**src/rtl/mc_cpu_control_pkg.sv**
```systemverilog
// mc_cpu_control_pkg: shared encodings for the multicycle control FSM, its datapath and bench
// Contents: state codes, ALU op codes, mux select codes, opcode values,
//           Moore control bundle and the per-state control decode.
package mc_cpu_control_pkg;

    typedef enum logic [3:0] {
        S_FETCH, S_DECODE, S_EXEC_R, S_EXEC_I, S_MEM_ADDR, S_MEM_RD, S_MEM_WR, S_WB_ALU,
        S_WB_MEM, S_BRANCH, S_JAL, S_JALR, S_LUI, S_AUIPC, S_TRAP
    } state_t;

    typedef logic [3:0] alu_op_t;

    localparam alu_op_t ALU_ADD = 4'd0, ALU_SUB = 4'd1, ALU_AND = 4'd2, ALU_OR = 4'd3,
                        ALU_XOR = 4'd4, ALU_SLT = 4'd5, ALU_SLTU = 4'd6, ALU_SLL = 4'd7,
                        ALU_SRL = 4'd8, ALU_SRA = 4'd9;

    localparam logic [1:0] PCSRC_ALU = 2'd0, PCSRC_ALUOUT = 2'd1, PCSRC_TRAP = 2'd2;
    localparam logic [1:0] SRCA_PC = 2'd0, SRCA_RS1 = 2'd1, SRCA_ZERO = 2'd2;
    localparam logic [1:0] SRCB_RS2 = 2'd0, SRCB_IMM = 2'd1, SRCB_FOUR = 2'd2;
    localparam logic [2:0] IMM_I = 3'd0, IMM_S = 3'd1, IMM_B = 3'd2, IMM_J = 3'd3, IMM_U = 3'd4;
    localparam logic [1:0] M2R_ALUOUT = 2'd0, M2R_MDR = 2'd1, M2R_PC = 2'd2;

    localparam logic [4:0] OP_LOAD = 5'b00000, OP_I = 5'b00100, OP_AUIPC = 5'b00101,
                           OP_STORE = 5'b01000, OP_R = 5'b01100, OP_LUI = 5'b01101,
                           OP_BR = 5'b11000, OP_JALR = 5'b11001, OP_JAL = 5'b11011;

    typedef struct packed {
        logic       cpu_mio;
        logic       mem_rw;
        logic       iord;
        logic       reg_write;
        logic       pc_write;
        logic [1:0] pc_src;
        logic [1:0] src_a;
        logic [1:0] src_b;
        logic [2:0] imm_sel;
        logic [1:0] mem_to_reg;
    } ctl_t;

    function automatic state_t dispatch(input logic [4:0] op);
        case (op)
            OP_R:              return S_EXEC_R;
            OP_I:              return S_EXEC_I;
            OP_LOAD, OP_STORE: return S_MEM_ADDR;
            OP_BR:             return S_BRANCH;
            OP_JAL:            return S_JAL;
            OP_JALR:           return S_JALR;
            OP_LUI:            return S_LUI;
            OP_AUIPC:          return S_AUIPC;
            default:           return S_TRAP;
        endcase
    endfunction

    function automatic ctl_t ctl_of(input state_t s, input logic store);
        ctl_t c;
        c = '0;
        case (s)
            S_FETCH:    begin c.cpu_mio = 1'b1; c.src_b = SRCB_FOUR; end
            S_DECODE:   begin c.src_b = SRCB_IMM; c.imm_sel = IMM_B; end
            S_EXEC_R:   c.src_a = SRCA_RS1;
            S_EXEC_I:   begin c.src_a = SRCA_RS1; c.src_b = SRCB_IMM; end
            S_MEM_ADDR: begin c.src_a = SRCA_RS1; c.src_b = SRCB_IMM; c.imm_sel = store ? IMM_S : IMM_I; end
            S_MEM_RD:   begin c.cpu_mio = 1'b1; c.iord = 1'b1; end
            S_MEM_WR:   begin c.cpu_mio = 1'b1; c.iord = 1'b1; c.mem_rw = 1'b1; end
            S_WB_ALU:   c.reg_write = 1'b1;
            S_WB_MEM:   begin c.reg_write = 1'b1; c.mem_to_reg = M2R_MDR; end
            S_BRANCH:   begin c.src_a = SRCA_RS1; c.pc_src = PCSRC_ALUOUT; c.imm_sel = IMM_B; end
            S_JAL:      begin c.reg_write = 1'b1; c.pc_write = 1'b1; c.mem_to_reg = M2R_PC; c.pc_src = PCSRC_ALUOUT; c.src_b = SRCB_IMM; c.imm_sel = IMM_J; end
            S_JALR:     begin c.reg_write = 1'b1; c.pc_write = 1'b1; c.mem_to_reg = M2R_PC; c.src_a = SRCA_RS1; c.src_b = SRCB_IMM; end
            S_LUI:      begin c.reg_write = 1'b1; c.src_a = SRCA_ZERO; c.src_b = SRCB_IMM; c.imm_sel = IMM_U; end
            S_AUIPC:    begin c.reg_write = 1'b1; c.src_b = SRCB_IMM; c.imm_sel = IMM_U; end
            S_TRAP:     begin c.pc_write = 1'b1; c.pc_src = PCSRC_TRAP; end
            default:    c = '0;
        endcase
        return c;
    endfunction

endpackage

```
**src/rtl/mc_alu_decode.sv**
```systemverilog
// mc_alu_decode: maps OPcode/Fun3/Fun7 to the ALU operation for R, I and branch instructions
// Ports: opcode (inst[6:2]), fun3 (inst[14:12]), fun7 (inst[30]) in; alu_op out (add for everything else).
module mc_alu_decode
    import mc_cpu_control_pkg::*;
(
    input  logic [4:0] opcode,
    input  logic [2:0] fun3,
    input  logic       fun7,
    output logic [3:0] alu_op
);
    alu_op_t arith;

    // Fun7 selects sub only for R-type; for I-type it only distinguishes srai from srli.
    always_comb begin
        arith = ALU_ADD;
        case (fun3)
            3'b000:  arith = ((opcode == OP_R) & fun7) ? ALU_SUB : ALU_ADD;
            3'b001:  arith = ALU_SLL;
            3'b010:  arith = ALU_SLT;
            3'b011:  arith = ALU_SLTU;
            3'b100:  arith = ALU_XOR;
            3'b101:  arith = fun7 ? ALU_SRA : ALU_SRL;
            3'b110:  arith = ALU_OR;
            default: arith = ALU_AND;
        endcase
    end

    // Branches compare: beq/bne subtract, blt/bge slt, bltu/bgeu sltu.
    assign alu_op = (opcode == OP_R || opcode == OP_I) ? arith
                  : (opcode == OP_BR) ? (fun3[2] ? (fun3[1] ? ALU_SLTU : ALU_SLT) : ALU_SUB)
                  : ALU_ADD;
endmodule

```
**src/rtl/mc_cpu_control.sv**
```systemverilog
// mc_cpu_control: multicycle RV32 control FSM with memory wait timeout and sticky fault flags
// Inputs:  clk, rst (async, active-high), inst (IR), MIO_ready, br_cond.
// Outputs: memory handshake (CPU_MIO, MemRW, IorD), write enables (IRWrite, PCWrite, RegWrite),
//          mux selects (PCSrc, ALUSrc_A, ALUSrc_B, ImmSel, MemtoReg), ALU_Control,
//          sticky faults (illegal_inst, bus_err) and the debug state code.
module mc_cpu_control
    import mc_cpu_control_pkg::*;
#(
    parameter int ALU_W       = 4,
    parameter int MEM_TIMEOUT = 15
) (
    input  logic             clk,
    input  logic             rst,
    input  logic [31:0]      inst,
    input  logic             MIO_ready,
    input  logic             br_cond,
    output logic             CPU_MIO,
    output logic             MemRW,
    output logic             IorD,
    output logic             IRWrite,
    output logic             PCWrite,
    output logic             RegWrite,
    output logic [1:0]       PCSrc,
    output logic [1:0]       ALUSrc_A,
    output logic [1:0]       ALUSrc_B,
    output logic [2:0]       ImmSel,
    output logic [ALU_W-1:0] ALU_Control,
    output logic [1:0]       MemtoReg,
    output logic             illegal_inst,
    output logic             bus_err,
    output logic [3:0]       state
);
    state_t     st, nxt;
    ctl_t       ctl;
    logic [7:0] cnt;
    logic [3:0] dec_op;
    logic       mem_st, done, tmo;
    logic       unused;

    mc_alu_decode u_dec (
        .opcode (inst[6:2]),
        .fun3   (inst[14:12]),
        .fun7   (inst[30]),
        .alu_op (dec_op)
    );

    assign unused = ^{inst[31], inst[29:15], inst[11:7], inst[1:0]};

    // A memory cycle only counts while the registered request is actually out, so
    // MIO_ready is ignored in the dead cycle after reset release.
    assign mem_st = (st == S_FETCH) | (st == S_MEM_RD) | (st == S_MEM_WR);
    assign done   = mem_st & ctl.cpu_mio & MIO_ready;
    assign tmo    = mem_st & ctl.cpu_mio & ~MIO_ready & (cnt == 8'(MEM_TIMEOUT - 1));

    always_comb begin
        nxt = st;
        case (st)
            S_FETCH, S_MEM_RD, S_MEM_WR:
                nxt = tmo ? S_TRAP : ~done ? st : (st == S_FETCH) ? S_DECODE : (st == S_MEM_RD) ? S_WB_MEM : S_FETCH;
            S_DECODE:           nxt = dispatch(inst[6:2]);
            S_EXEC_R, S_EXEC_I: nxt = S_WB_ALU;
            S_MEM_ADDR:         nxt = inst[5] ? S_MEM_WR : S_MEM_RD;
            default:            nxt = S_FETCH;
        endcase
    end

    // Moore controls are registered from the next state, so they change on the same edge as
    // the state and are forced low asynchronously by reset.
    always_ff @(posedge clk or posedge rst) begin
        if (rst) begin
            st           <= S_FETCH;
            cnt          <= '0;
            ctl          <= '0;
            ALU_Control  <= '0;
            illegal_inst <= 1'b0;
            bus_err      <= 1'b0;
        end else begin
            st           <= nxt;
            cnt          <= (mem_st & ctl.cpu_mio & ~MIO_ready & ~tmo) ? cnt + 8'd1 : 8'd0;
            ctl          <= ctl_of(nxt, inst[5]);
            ALU_Control  <= ALU_W'((nxt == S_EXEC_R || nxt == S_EXEC_I || nxt == S_BRANCH) ? dec_op : ALU_ADD);
            illegal_inst <= illegal_inst | ((st == S_DECODE) & (nxt == S_TRAP));
            bus_err      <= bus_err | tmo;
        end
    end

    // Fun3[0] inverts the branch sense (bne/bge/bgeu).
    assign IRWrite  = (st == S_FETCH) & done;
    assign PCWrite  = IRWrite | ((st == S_BRANCH) & (br_cond ^ inst[12])) | ctl.pc_write;
    assign CPU_MIO  = ctl.cpu_mio;
    assign MemRW    = ctl.mem_rw;
    assign IorD     = ctl.iord;
    assign RegWrite = ctl.reg_write;
    assign PCSrc    = ctl.pc_src;
    assign ALUSrc_A = ctl.src_a;
    assign ALUSrc_B = ctl.src_b;
    assign ImmSel   = ctl.imm_sel;
    assign MemtoReg = ctl.mem_to_reg;
    assign state    = st;
endmodule

```
**config.mk**
```make
export PLATFORM = sky130hd
export DESIGN_NAME = mc_cpu_control
export DESIGN_NICKNAME = d
export VERILOG_FILES = /design/src/rtl/mc_cpu_control_pkg.sv /design/src/rtl/mc_alu_decode.sv /design/src/rtl/mc_cpu_control.sv
export SDC_FILE = /design/constraint.sdc
export NUM_CORES = 1
export LEC_CHECK = 0
export CAP_MARGIN = 20
export CORE_MARGIN = 1
export CORE_UTILIZATION = 49
export CTS_CLUSTER_DIAMETER = 80
export DETAILED_ROUTE_END_ITERATION = 8
export PLACE_DENSITY = 0.85
export SYNTH_ARGS = -nofsm -noshare
export SYNTH_HDL_FRONTEND = slang
export SYNTH_HIERARCHICAL = 1
export SYNTH_SLANG_ARGS = --single-unit
export TNS_END_PERCENT = 20
```
**constraint.sdc**
```tcl
create_clock -name clk -period 7 [get_ports clk]
set_input_delay 1.4 -clock clk [delete_from_list [all_inputs] [get_ports clk]]
set_output_delay 1.4 -clock clk [all_outputs]
set_load 0.01 [all_outputs]
```
==> key figures <==
STA
  – Fin. max-slew vios: 0
  – Min cycle time layout: 4.352 ns
  – Setup repair after global routing missed its margin: false
  – Worst-case headroom to the max-slew limit: 0.5300
  – Top achievable clock speed: 0.2298 GHz
  – Count of endpoints failing hold in the final timing report: 0
  – Number of failing setup endpoints in the final timing report: 0
  – Worst-Margin Slew: 0.7012 ns
  – Final worst slack: 2.648 ns
  – Worst clock skew: 0.003730 ns
  – Final-layout setup total negative slack: 0 ns
  – Fin crit share: 0.6217

Critical path
  – Classification of the worst setup path: input port to output pin
  – Crit-path cells: clkdlybuf4s50_1 -> and2_1 -> nand2_1 -> nand2_1 -> clkdlybuf4s50_1
  – Crit-path leading delay family: buffers and inverters
  – Kind of start point of the critical path: input port
  – Cell at the slowest stage of the critical path: sky130_fd_sc_hd__clkdlybuf4s50_1
  – Stage delay of the slowest cell on the critical path: 0.56 ns
  – Critical Path AT: 2.95 ns
  – Required time worst endpoint: 5.60 ns
  – Crit path buf inv count: 2
  – Max FO, Critical Path: 5
  – Capturing element type of the critical path: output pin

Floorplan
  – Site row count: 21
  – Horizontal die dimension: 63.56 µm
  – Total core area: 3468 µm²
  – Die Y: 63.56 µm
  – Die outline area: 4039 µm²
  – Io pins: 63
  – Initial Util: 0.5354

Global routing
  – Largest net degree at the start of global routing: 35
  – Global-route wire length before repair: 6051 µm
  – Initial antenna violation count: 0
  – Total global-route track usage: 0.1971
  – Total congestion overflow after global routing: 0
  – Via count of the first global-routing pass: 1,294

Finish
  – Fill cell total of the finished layout: 291
  – Post-layout net count: 255
  – Share of the core filled with cells in the final layout: 0.6540
  – Growth of design area from synthesis to finish: 22.17%
  – Fraction of layout instances using a drive strength above 1: 0.1014
  – N_diodes: 0

CTS
  – Later-pin clock latency in the skew report: 0.28 ns
  – Clock transition time at the flip-flop clock pins of the worst setup and hold paths: 0.06 ns
  – Cell at the root of the clock tree: sky130_fd_sc_hd__clkbuf_8
  – H-tree levels: 2
  – Clock buffer depth: 2
  – CTS tree: built
  – Inserted Clock Buffers: 5
  – Number of setup buffers added after CTS: 0
  – Quantity of gates resized following cts: 0
  – Count of hold buffers inserted by post-cts repair: 0
  – Number of clock sinks: 34

Logic synthesis
  – Mean instance size in the synthesized netlist: 9.929 µm²
  – Cell Area, Synth: 1857 µm²
  – Seq/Total Area, Yosys: 0.4582
  – Flip-flop and latch count after synthesis: 34
  – Count of synthesis-stage warnings from yosys: 6
  – Count of cell types in the netlist: 49
  – Post-synthesis instance total: 187
  – Net Count, Synth: 225

Routing
  – Remaining antenna violation count after routing: 0
  – Count of TritonRoute iterations in the first routing pass: 4
  – Sum of routed wire length over all layers: 3642 µm
  – Vias per inst: 5.411
  – Via Count: 1,423
  – # DRC: 0
  – Post-DR wirelength/cell: 13.85 µm
  – Number of violations reported at the end of detailed-routing iteration 0: 42

Placed design
  – Number of port buffers: 39
  – GPL Wtd Cong: 0.8161
  – Worst slack, placed: 2.663 ns
  – HPWL after detailed placement: 2619 µm

Power
  – Peak supply drop: 0.3301 mV
  – Static leakage: 0.9804 nW
  – Cell area power density: 391.0 nW/µm²

Job
  – Max-capacitance violation count: 0

Outcome
  – Result of the run: finished clean

Hold path
  – Path type of the worst min-delay path: register to register
-- cell families after synthesis --
logic type | synth area share
simple gates | 0.2763
flops | 0.4582
compound gates | 0.1166
buf+inv | 0.08289
xor+xnor | 0.04717
fa+ha+maj | 0.01347
mux | 0.005391
-- stage by stage --
stage                     total power [mW]  hold WS [ns]  cell area (µm²)  cells
final                               0.8870        0.4584             2268    263
after global routing                0.9526        0.4941             2268    263
after CTS                           0.8879        0.4648             2268    263
after detailed placement            0.7544        0.4459             2192    256
after global placement              0.7482        0.4448             2192    256
after floorplan                     0.6298        0.4875             1857    187
-- cell usage after synthesis, drive strengths merged --
cell type  number  area share
nor2b           4       0.013
a31oi           1      0.0034
a221o           1      0.0054
and4bb          2       0.013
inv             9       0.018
clkbuf          4      0.0081
and3            2      0.0067
nand3           8       0.022
buf            13       0.057
a21o            1      0.0040
nand2           9       0.018
a311o           1      0.0054
a22o            1      0.0047
mux2i           1      0.0054
or4b            4       0.026
a211oi          1      0.0067
nor4            4       0.013
o211ai          2      0.0081
o2bb2ai         2      0.0094
nand3b          1      0.0040
nand4           5       0.017
ha              2       0.013
o21ai           2      0.0054
o32ai           1      0.0088
dfrtp          34        0.46
or3b            1      0.0047
o22ai           1      0.0034
nand2b          5       0.017
or2             1      0.0034
xor2            7       0.033
and2            8       0.027
o31ai           1      0.0040
xnor2           3       0.014
a22oi           1      0.0040
nor3           11       0.032
nor3b           1      0.0040
a21oi           8       0.024
nor2           16       0.032
a211o           1      0.0054
a31o            2      0.0094
o21ba           1      0.0054
nor4b           4       0.022
-- flip-flops by register name, indices dropped and copies added (netlist names), 2 cells and up --
signal / cells
cnt: 8
ALU_Control: 4
state: 4
ImmSel: 3
ALUSrc_A: 2
ALUSrc_B: 2
MemtoReg: 2
PCSrc: 2
-- power breakdown --
part	total (mW)	internal [mW]	switching, mW
combinational	0.468	0.204	0.264
clock	0.129	0.0683	0.0603
sequential	0.291	0.244	0.0462
total	0.887	0.517	0.370
-- worst paths after layout --
check,slack [ns],cells after the start,to,start
setup / recovery,2.65,5,PCWrite,MIO_ready
hold / removal,0.46,1,illegal_inst$_DFF_PP0_,illegal_inst$_DFF_PP0_
setup reg to reg,4.35,6,ALU_Control[3]$_DFF_PP0_,state[1]$_DFF_PP0_
hold reg to reg,0.46,1,illegal_inst$_DFF_PP0_,illegal_inst$_DFF_PP0_
max in group asynchronous,5.20,3,ALUSrc_A[1]$_DFF_PP0_,rst
min in group asynchronous,1.51,3,cnt[3]$_DFF_PP0_,rst
-- area by class of cell --
type / instances / area (µm²) / area share
clock buffers: 7 / 76.32 / 0.03365
flip-flops and latches: 34 / 850.8 / 0.3751
multi-input cells: 127 / 852.1 / 0.3756
repair buffers: 40 / 397.9 / 0.1754
well taps: 46 / 57.56 / 0.02537
inverters: 9 / 33.78 / 0.01489
-- cell usage in the layout, fill, tap and decap left out, types with 7 or more instances in the layout --
master | netlist | final
sky130_fd_sc_hd__clkdlybuf4s50_1 | 0 | 39
sky130_fd_sc_hd__dfrtp_1 | 34 | 34
sky130_fd_sc_hd__nor2_1 | 16 | 16
sky130_fd_sc_hd__nor3_1 | 10 | 10
sky130_fd_sc_hd__nand2_1 | 9 | 9
sky130_fd_sc_hd__and2_1 | 8 | 8
sky130_fd_sc_hd__nand3_1 | 8 | 8
sky130_fd_sc_hd__inv_1 | 7 | 7
sky130_fd_sc_hd__a21oi_1 | 7 | 7
sky130_fd_sc_hd__xor2_1 | 7 | 7
-- layer usage --
metal	GRT usage	vias up	wire (µm)
met3	0.06522	6	160
met1	0.2605	676	1720
met5	0	-	0
met4	0.07102	0	53
met2	0.2992	28	1708
li1	-	713	-
No activity file was read; power rests on OpenSTA's default activity.
